## config.mk

```make
export PLATFORM = sky130hd
export DESIGN_NAME = bp_be_rollback_queue
export DESIGN_NICKNAME = d
export VERILOG_FILES = /design/src/rtl/bp_be_rollback_queue.sv
export SDC_FILE = /design/constraint.sdc
export NUM_CORES = 1
export LEC_CHECK = 0
export CORE_UTILIZATION = 45
export DETAILED_ROUTE_END_ITERATION = 12
export HOLD_SLACK_MARGIN = 0.08
export PLACE_DENSITY = 0.71
export SETUP_SLACK_MARGIN = 0.5
export SYNTH_ARGS = -nofsm -noshare
export SYNTH_HDL_FRONTEND = slang
export SYNTH_SLANG_ARGS = --single-unit
```

## constraint.sdc

```tcl
create_clock -name clk_i -period 8.01 [get_ports clk_i]
set_clock_uncertainty 0.15 [all_clocks]
set_input_delay 2.0025 -clock clk_i [delete_from_list [all_inputs] [get_ports clk_i]]
set_output_delay 2.0025 -clock clk_i [all_outputs]
set_load 0.005 [all_outputs]
```

## src/rtl/bp_be_rollback_queue.sv

```systemverilog
// FE-to-BE instruction queue with speculative read, rollback and multi-entry commit.
// Entries stay resident after yumi until committed by deq; roll replays uncommitted reads.
module bp_be_rollback_queue #(
  parameter int unsigned width_p     = 64,
  parameter int unsigned els_p       = 8,
  parameter int unsigned deq_width_p = 2
) (
  input  logic                             clk_i,
  input  logic                             reset_n_i,
  input  logic [width_p-1:0]               data_i,
  input  logic                             v_i,
  output logic                             ready_o,
  output logic [width_p-1:0]               data_o,
  output logic                             v_o,
  input  logic                             yumi_i,
  input  logic                             deq_i,
  input  logic [$clog2(deq_width_p+1)-1:0] deq_cnt_i,
  input  logic                             roll_i,
  input  logic                             clr_i,
  output logic [$clog2(els_p+1)-1:0]       count_o,
  output logic [$clog2(els_p+1)-1:0]       spec_cnt_o,
  output logic                             full_o,
  output logic                             empty_o,
  output logic                             err_o
);

  localparam int unsigned addr_w_lp = $clog2(els_p);
  localparam int unsigned ptr_w_lp  = addr_w_lp + 1;
  localparam int unsigned cnt_w_lp  = $clog2(els_p + 1);
  localparam int unsigned dcnt_w_lp = $clog2(deq_width_p + 1);
  localparam int unsigned cmp_w_lp  = (ptr_w_lp > dcnt_w_lp) ? ptr_w_lp : dcnt_w_lp;

  logic [ptr_w_lp-1:0] wptr_q, wptr_d;
  logic [ptr_w_lp-1:0] rptr_q, rptr_d;
  logic [ptr_w_lp-1:0] cptr_q, cptr_d;
  logic                err_q, err_d;
  logic [width_p-1:0]  mem_q [els_p];

  logic [ptr_w_lp-1:0] used, unread, uncommitted, n;
  logic [cmp_w_lp-1:0] req_ext, avail_ext;
  logic                over, fire_enq, fire_yumi;

  // Outputs depend on registered state only.
  always_comb begin
    used        = wptr_q - cptr_q;
    unread      = wptr_q - rptr_q;
    uncommitted = rptr_q - cptr_q;
    full_o      = (wptr_q[addr_w_lp-1:0] == cptr_q[addr_w_lp-1:0]) &&
                  (wptr_q[addr_w_lp] != cptr_q[addr_w_lp]);
    empty_o     = (wptr_q == cptr_q);
    ready_o     = !full_o;
    v_o         = (rptr_q != wptr_q);
    count_o     = cnt_w_lp'(used);
    spec_cnt_o  = cnt_w_lp'(unread);
    err_o       = err_q;
    data_o      = mem_q[rptr_q[addr_w_lp-1:0]];
  end

  always_comb begin
    req_ext   = cmp_w_lp'(deq_cnt_i);
    avail_ext = cmp_w_lp'(uncommitted);
    // Commit is bounded by entries already read before this edge.
    over      = deq_i && (req_ext > avail_ext);
    n         = '0;
    if (deq_i) begin
      n = over ? uncommitted : ptr_w_lp'(deq_cnt_i);
    end
    fire_enq  = v_i & ready_o;
    fire_yumi = yumi_i & v_o;

    wptr_d = wptr_q + ptr_w_lp'(fire_enq);
    cptr_d = cptr_q + n;
    rptr_d = roll_i ? cptr_d : (rptr_q + ptr_w_lp'(fire_yumi));
    err_d  = err_q | over;

    if (clr_i) begin
      wptr_d = '0;
      rptr_d = '0;
      cptr_d = '0;
      err_d  = err_q;
    end
  end

  always_ff @(posedge clk_i or negedge reset_n_i) begin
    if (!reset_n_i) begin
      wptr_q <= '0;
      rptr_q <= '0;
      cptr_q <= '0;
      err_q  <= 1'b0;
    end else begin
      wptr_q <= wptr_d;
      rptr_q <= rptr_d;
      cptr_q <= cptr_d;
      err_q  <= err_d;
    end
  end

  always_ff @(posedge clk_i) begin
    if (fire_enq && !clr_i) begin
      mem_q[wptr_q[addr_w_lp-1:0]] <= data_i;
    end
  end

endmodule

```

======== Word-level counts from Yosys, hierarchy flattened ========
Memory sizes are Yosys's and may differ from the RTL's.
Cells that the tools add are included.
storage, ports and cells
  bits in registers ....................... 13
  bits in latches ......................... 0
  bits in writable memories ............... 512
  memory bits (read-only) ................. 0
  input bits .............................. 73
  output and inout port bits .............. 77
  word-level logic and storage cells ...... 32
  memories kept ........................... 1
operators by class
  add/subtract/negate cells ............... 6
  multiply operators ...................... 0
  div/mod/pow operators ................... 0
  order comparisons ....................... 1
  eq/ne operators ......................... 4
  shifts and indexed selects .............. 0
  muxes and demuxes ....................... 8
  bitwise operators ....................... 3
  reductions and logical operators ........ 5
memory list
  memory  words  width  rd ports  clocked after Yosys merged registers in  wr ports  line  source
  mem_q   8      64     1         0                                        1         37    logic [width_p-1:0] mem_q [els_p];
operators by type and width
  kind                 count
  $mux W4              6
  $sub A4 B4 Y4        3
  $add A4 B1 Y4        2
  $add A4 B4 Y4        1
  $eq A4 B4 Y1         1
  $gt A2 B4 Y1         1
  $ne A4 B4 Y1         1
  $eq A3 B3 Y1         1
  $logic_and A1 B1 Y1  3
  $and A1 B1 Y1        2
  $logic_not A1 Y1     2
  $mux W1              2
  $ne A1 B1 Y1         1
  $or A1 B1 Y1         1

======== Logic depth before layout (Yosys ltp) ========
Gate-level depths: netlist of run 1.
  depth in word-level cells ............... 8
  depth in mapped cells ................... 17
  gate-level depth less buffers ........... 15

======== Least setup slack after synthesis of run 1 ========
OpenSTA, ideal clock, no wires.
  path type ............................... input to register
  start point ............................. input clr_i
  end point ............................... memory mem_q[0][0] (enable)
  library setup time ...................... 644 ps
  arrival time ............................ 8374 ps
  setup slack ............................. -1158 ps
  stages on the path ...................... 2
  path buffers ............................ 1
  cells stage by stage .................... clkbuf_1 nor4_1
on the way
  cells in the longest elaborated chain, start to end .. 4
RTL lines
  item                           line  source
  start, declared                19    input logic clr_i,
  $logic_not A1 Y1               99    if (fire_enq && !clr_i) begin
  $logic_and A1 B1 Y1            99
  $mux W1                        99
  $mux W1 (not written as such)  100   mem_q[wptr_q[addr_w_lp-1:0]] <= data_i;
  end, declared                  37
No other way between the ends.

======== Worst setup path in the final report of run 1 ========
  start point ............................. register rptr_q[0]
  end point ............................... output data_o[60]
on the way
  cells in the longest elaborated chain, start to end .. 1
RTL lines
  item                    line  source
  start, declared         34    logic [ptr_w_lp-1:0] rptr_q, rptr_d;
  start signal, assigned  92    rptr_q <= rptr_d;
  $mem_v2 Z8 W64          --
  end, declared           13    output logic [width_p-1:0] data_o,
No other way between the ends.

==> impl_metrics.json, run 1 <==
{
  "status": "finished, final reports clean",
  "h-tree-depth": 2,
  "cts_resized": 0,
  "grt_max_degree": 75,
  "hp-class": "reg2reg",
  "final_cell_count_no_fill": 1808,
  "setup.worst_path.start_class": "flop",
  "p_leak_nw": 7.958,
  "syn_inst": 1004,
  "post-dp-hpwl_mm": 22.01,
  "slew_viol_final": 0,
  "cts_buffer_depth": 3,
  "num_vias": 9727,
  "required_ns": 5.86,
  "worstSetupEndpointType": "primary output",
  "initial_core_util_pct": 45.84,
  "grt_pass1_vias": 10461,
  "io_buffers": 149,
  "wire_per_inst_um": 22.91,
  "ios": 150,
  "area_growth_pct": 18.62,
  "p_int_mw": 5.177,
  "setup_slack_ns": 2.568,
  "dr.pass1.iters": 5,
  "power_frac_seq_pct": 46.6,
  "grt_pass1_wl_mm": 63.41,
  "synth_enable_flop_cells": 512,
  "synth_top_area_share_pct": 75.35,
  "yosysWarningCount": 0,
  "cap_violations": 0,
  "dp_slack_ns": 2.935,
  "cts_tree": "built",
  "maxSlewHeadroom_pct": 29.95,
  "clkTransAtPathRegs_ns": 0.06,
  "cts_buffers": 50,
  "die-width_um": 214.9,
  "ant_nets": 0,
  "synth_cell_type_count": 29,
  "ys_top_cells_by_area": "edfxtp_1, mux4_2, nand2_1",
  "cts-root-buf": "clkbuf_16",
  "worstPathMaxFanout": 31,
  "hold_buffers": 0,
  "synth_top_area_cell": "edfxtp_1",
  "setup_viol": 0,
  "placed_cells": 1720,
  "antenna_found_initial": 4,
  "vdd_drop_max_mv": 0.2063,
  "via_per_inst": 5.380,
  "synth_nets": 1099,
  "path_class": "reg2out",
  "rows": 77,
  "p_sw_share_pct": 23.62,
  "power_density_nw_per_um2": 280.1,
  "coreArea_um2": 44510,
  "die_area_um2": 46200,
  "synth_most_common_cell": "edfxtp_1",
  "drtIter0Drc": 691,
  "syn_area_um2": 20400,
  "layout_min_cycle_time_ns": 5.442,
  "drt-total-wl_mm": 41.42,
  "post-route-period-util_pct": 67.94,
  "fmax_ghz": 0.1838,
  "die_h_um": 214.9,
  "final_nets": 1275,
  "cts_setup_buffers": 0,
  "synthFlopType": "edfxtp_1",
  "grt_use_total_pct": 18.30,
  "clock_latency_ns": 0.58,
  "ys_ff_latch": 525,
  "ys_seq_area_share_pct": 76.94,
  "gr-total-overflow": 0,
  "clkPwrFrac_pct": 34.7,
  "cp.arrival_ns": 3.29,
  "ys_top_cells_by_count": "edfxtp_1, nand2_1, mux4_2",
  "synthArstFlopShare_pct": 2.476,
  "layout-drive-gt1-share_pct": 18.44,
  "clock-sinks": 525,
  "rsz0062_at_grt": "false",
  "combPwrFrac_pct": 18.7,
  "place.gp.congestion": 0.7662,
  "finalPower_mw": 6.779,
  "hold_viol": 0,
  "worstMarginPinSlew_ns": 1.051,
  "post-route-drc-count": 0,
  "avgSynthCellArea_um2": 20.32,
  "p_switching_mw": 1.601
}
## metal layers
metal	global-route usage (%)	vias to the layer above	wire (µm)
met5	0	-	38
met2	31.62	221	21170
met4	4.429	6	727
li1	-	4310	-
met3	3.397	61	2033
met1	24.00	5129	17450
## cell type report
type / instances / area (µm²)
fillers: 3465 / 20310
flip-flops and latches: 525 / 15710
multi-input cells: 416 / 4420
repair buffers: 168 / 1647
clock buffers: 64 / 1325
well taps: 592 / 740.7
clock inverters: 23 / 287.8
inverters: 19 / 71.32
diodes: 1 / 2.502
## cell families after synthesis
logic type,synth area share (%)
buffers and inverters,1.674
other,0.01838
adders and majority gates,1.496
DFF,76.94
muxes,14.32
AOI/OAI and AO/OA,0.4354
and+or+nand+nor,4.507
xor gates and xnor gates,0.6009
## cell usage in the layout (no fill, tap or decap), types with 5 or more instances in the layout
cell type	instances
edfxtp_1	512
nand2_1	198
clkdlybuf4s50_1	149
mux4_2	128
clkbuf_16	51
inv_1	18
ha_1	18
buf_4	18
clkbuf_1	13
dfrtp_1	10
clkinv_1	9
xor2_1	8
nand3_1	8
nor2_1	8
bufinv_16	7
a21oi_1	6
xnor2_1	6
nor2_4	6
a21o_1	5
nor2b_1	5
## flip-flops by register name, indices dropped and copies added, names as in the netlist
signal,flops
cptr_q,4
err_o,1
mem_q,512
rptr_q,4
wptr_q,4
## power by group through the flow
| stage | Sequential, mW | Clock (mW) | Combinational [mW] |
|---|---|---|---|
| after floorplan | 3.18 | 0 | 0.789 |
| after global placement | 3.22 | 0 | 1.28 |
| after detailed placement | 3.22 | 0 | 1.30 |
| after CTS | 3.16 | 2.40 | 1.30 |
| after global routing | 3.17 | 2.49 | 1.39 |
| final | 3.16 | 2.35 | 1.27 |
## worst max-delay path: stages (launching register included)
cell	delay [ns]
dfrtp_4	0.80
buf_4	0.63
mux4_2	0.58
nand2_1	0.08
nand2_1	0.12
clkdlybuf4s50_1	0.47
## path summary, 6_finish.rpt
path,startpoint,end,slack (ns),cells after the start
worst max register to register,rptr_q[0],rptr_q[3],3.98,15
worst min-delay path,err_o,err_o,0.35,1
min in group asynchronous,reset_n_i,wptr_q[3],1.67,1
worst min register to register,err_o,err_o,0.35,1
worst max-delay path,rptr_q[0],data_o[60],2.57,5
max in group asynchronous,reset_n_i,rptr_q[1],5.56,1
## stage by stage
step	cell area (µm²)	TNS [ns]	hold slack, ns	utilization (%)
final	24200	0	0.3531	54.38
after global routing	24200	0	0.3846	54.38
after CTS	24200	0	0.3583	54.37
after detailed placement	22590	0	0.3442	50.75
after global placement	22590	0	0.3325	50.75
after floorplan	20400	-148.26	0.3010	-
No activity file was read; power rests on OpenSTA's default activity.
==> inputs of run 2 (changes only) <==
==> constraint.sdc (replaced) <==
create_clock -name clk_i -period 4.8 [get_ports clk_i]
set_clock_uncertainty 0.15 [all_clocks]
set_input_delay 1.2 -clock clk_i [delete_from_list [all_inputs] [get_ports clk_i]]
set_output_delay 1.2 -clock clk_i [all_outputs]
set_load 0.005 [all_outputs]
==> impl_metrics.json, run 2 (synthesis results as in run 1) <==
{
  "status": "finished, final reports clean",
  "fmax_ghz": 0.2449,
  "cts_buffer_depth": 3,
  "fin_util_pct": 54.92,
  "drt-total-wl_mm": 40.46,
  "final_nets": 1286,
  "grt_use_total_pct": 17.81,
  "mostFrequentLayoutCells": "edfxtp_1, nand2_1, clkdlybuf4s50_1",
  "insertedDiodeCount": 0,
  "hold_viol": 0,
  "rsz0062_at_grt": "false",
  "crit_slowest_cell": "dfrtp_4",
  "vdd_drop_max_mv": 0.2876,
  "grt_max_degree": 69,
  "crit_chain": "buf_6 -> buf_4 -> nand2_1 -> nand2_1 -> clkdlybuf4s50_1",
  "die_area_um2": 46200,
  "io_buffers": 149,
  "post-dp-hpwl_mm": 22.34,
  "clock-sinks": 525,
  "worstMarginPinSlew_ns": 0.7178,
  "cts_buffers": 53,
  "regToRegStartpoint": "rptr_q[0]",
  "rr_worst_depth": 16,
  "worstPathMaxFanout": 26,
  "cp.arrival_ns": 2.73,
  "grt_pass1_wl_mm": 61.51,
  "antenna_found_initial": 2,
  "power_density_nw_per_um2": 458.5,
  "multiInputGateArea_um2": 4438,
  "maxSlewHeadroom_pct": 52.15,
  "setup_slack_ns": 0.7171,
  "slowest_delay_ns": 0.68,
  "largest_reg_flops": 512,
  "cts_tree": "built",
  "cts-root-buf": "clkbuf_16",
  "cap_violations": 0,
  "required_ns": 3.45,
  "gr-total-overflow": 0,
  "endpoint": "data_o[3]",
  "dr.pass1.iters": 5,
  "initial_core_util_pct": 45.84,
  "reg2reg_to": "rptr_q[3]",
  "post-route-drc-count": 0,
  "area_growth_pct": 19.81,
  "ios": 150,
  "final_common_cell": "edfxtp_1",
  "clkTransAtPathRegs_ns": 0.06,
  "coreArea_um2": 44510,
  "setup.worst_path.start_class": "flop",
  "tns_ns": 0,
  "ant_nets": 0,
  "ff2ff_setup_slack_ns": 0.93,
  "wire_per_inst_um": 22.22,
  "crit_top_cell": "nand2_1",
  "hp-start": "err_o",
  "layout_min_cycle_time_ns": 4.083,
  "finalPower_mw": 11.21,
  "hp-class": "reg2reg",
  "setup_viol": 0,
  "cp-startpoint": "rptr_q[2]",
  "h-tree-depth": 2,
  "fillers": 3426,
  "die-width_um": 214.9,
  "seqCellArea_um2": 15710,
  "path_class": "reg2out",
  "die_h_um": 214.9,
  "p_leak_nw": 8.046,
  "dp_slack_ns": 0.7975,
  "drtIter0Drc": 705,
  "num_vias": 9772,
  "layout-drive-gt1-share_pct": 19.20,
  "via_per_inst": 5.366,
  "place.gp.congestion": 0.7551,
  "slew_viol_final": 0,
  "rows": 77,
  "grt_pass1_vias": 10344,
  "clock_latency_ns": 0.58,
  "hold_buffers": 0,
  "worstSetupEndpointType": "primary output",
  "post-route-period-util_pct": 85.06
}
[run 2: cell types whose count changed in the layout (fill, tap and decap cells not counted), sizes merged]
| cell | previous run | this run |
|---|---|---|
| diode | 1 | 0 |
| bufinv | 7 | 2 |
| clkinv | 13 | 24 |
| clkinvlp | 2 | 1 |
| buf | 19 | 27 |
| clkbuf | 64 | 65 |
[run 2: power by group]
group | total (mW) | switching, mW | internal [mW]
clock network | 3.75 | 1.63 | 2.13
logic | 2.21 | 0.990 | 1.22
registers | 5.24 | 0.0831 | 5.16
total | 11.2 | 2.70 | 8.51
[run 2: worst min path at each step]
stage	endpoint	depth (start not counted)	slack (ns)
2_1_floorplan	err_o	1	0.30
3_3_place_gp	err_o	1	0.33
3_5_place_dp	err_o	1	0.32
4_1_cts	err_o	1	0.33
5_1_grt	err_o	1	0.37
6_report	err_o	1	0.32
[run 2: repair_timing]
action	CTS	global route
hold endpoints to repair	0	0
setup buffers	0	3
resized for setup	2	3
endpoints found under the setup margin	22	52
[run 2: stage by stage]
step / cell area, µm² / std cells / hold slack [ns]
5_1_grt: 24450 / 1821 / 0.3746
6_report: 24450 / 1821 / 0.3241
2_1_floorplan: 20420 / 1004 / 0.3010
4_1_cts: 24400 / 1818 / 0.3326
3_5_place_dp: 22820 / 1725 / 0.3195
3_3_place_gp: 22820 / 1725 / 0.3335
[run 2: metal layers]
| layer | share of wire (%) | up-vias | GRT usage (%) |
|---|---|---|---|
| met2 | 50 | 239 | 30.32 |
| met1 | 42 | 5118 | 23.13 |
| met3 | 5.7 | 62 | 4.218 |
| li1 | - | 4349 | - |
| met5 | 0.057 | - | 0 |
| met4 | 1.8 | 4 | 4.333 |
[run 2: cell type report]
cell class,count,share of cell area (%)
Clock buffer,65,5.609
Tap cell,592,3.030
Multi-Input combinational cell,416,18.15
Inverter,19,0.2968
Clock inverter,28,0.7882
Timing Repair Buffer,176,7.856
Sequential cell,525,64.27
[run 2: critical path, delay by kind of cell (launching register included)]
family | cells | cell delay [ns]
buffers and inverters | 3 | 1.28
DFF | 1 | 0.68
and+or+nand+nor | 2 | 0.16
==> inputs of run 3 (changes only) <==
--- a/config.mk
+++ b/config.mk
@@ -5,8 +5,10 @@
 export SDC_FILE = /design/constraint.sdc
 export NUM_CORES = 1
 export LEC_CHECK = 0
+export ABC_CLOCK_PERIOD_IN_PS = 4800
 export CORE_UTILIZATION = 45
 export DETAILED_ROUTE_END_ITERATION = 12
+export GPL_ROUTABILITY_DRIVEN = 0
 export HOLD_SLACK_MARGIN = 0.08
 export PLACE_DENSITY = 0.71
 export SETUP_SLACK_MARGIN = 0.5
==> results of run 3 <==
Final layout, timing and power as in run 2 (identical DEF).
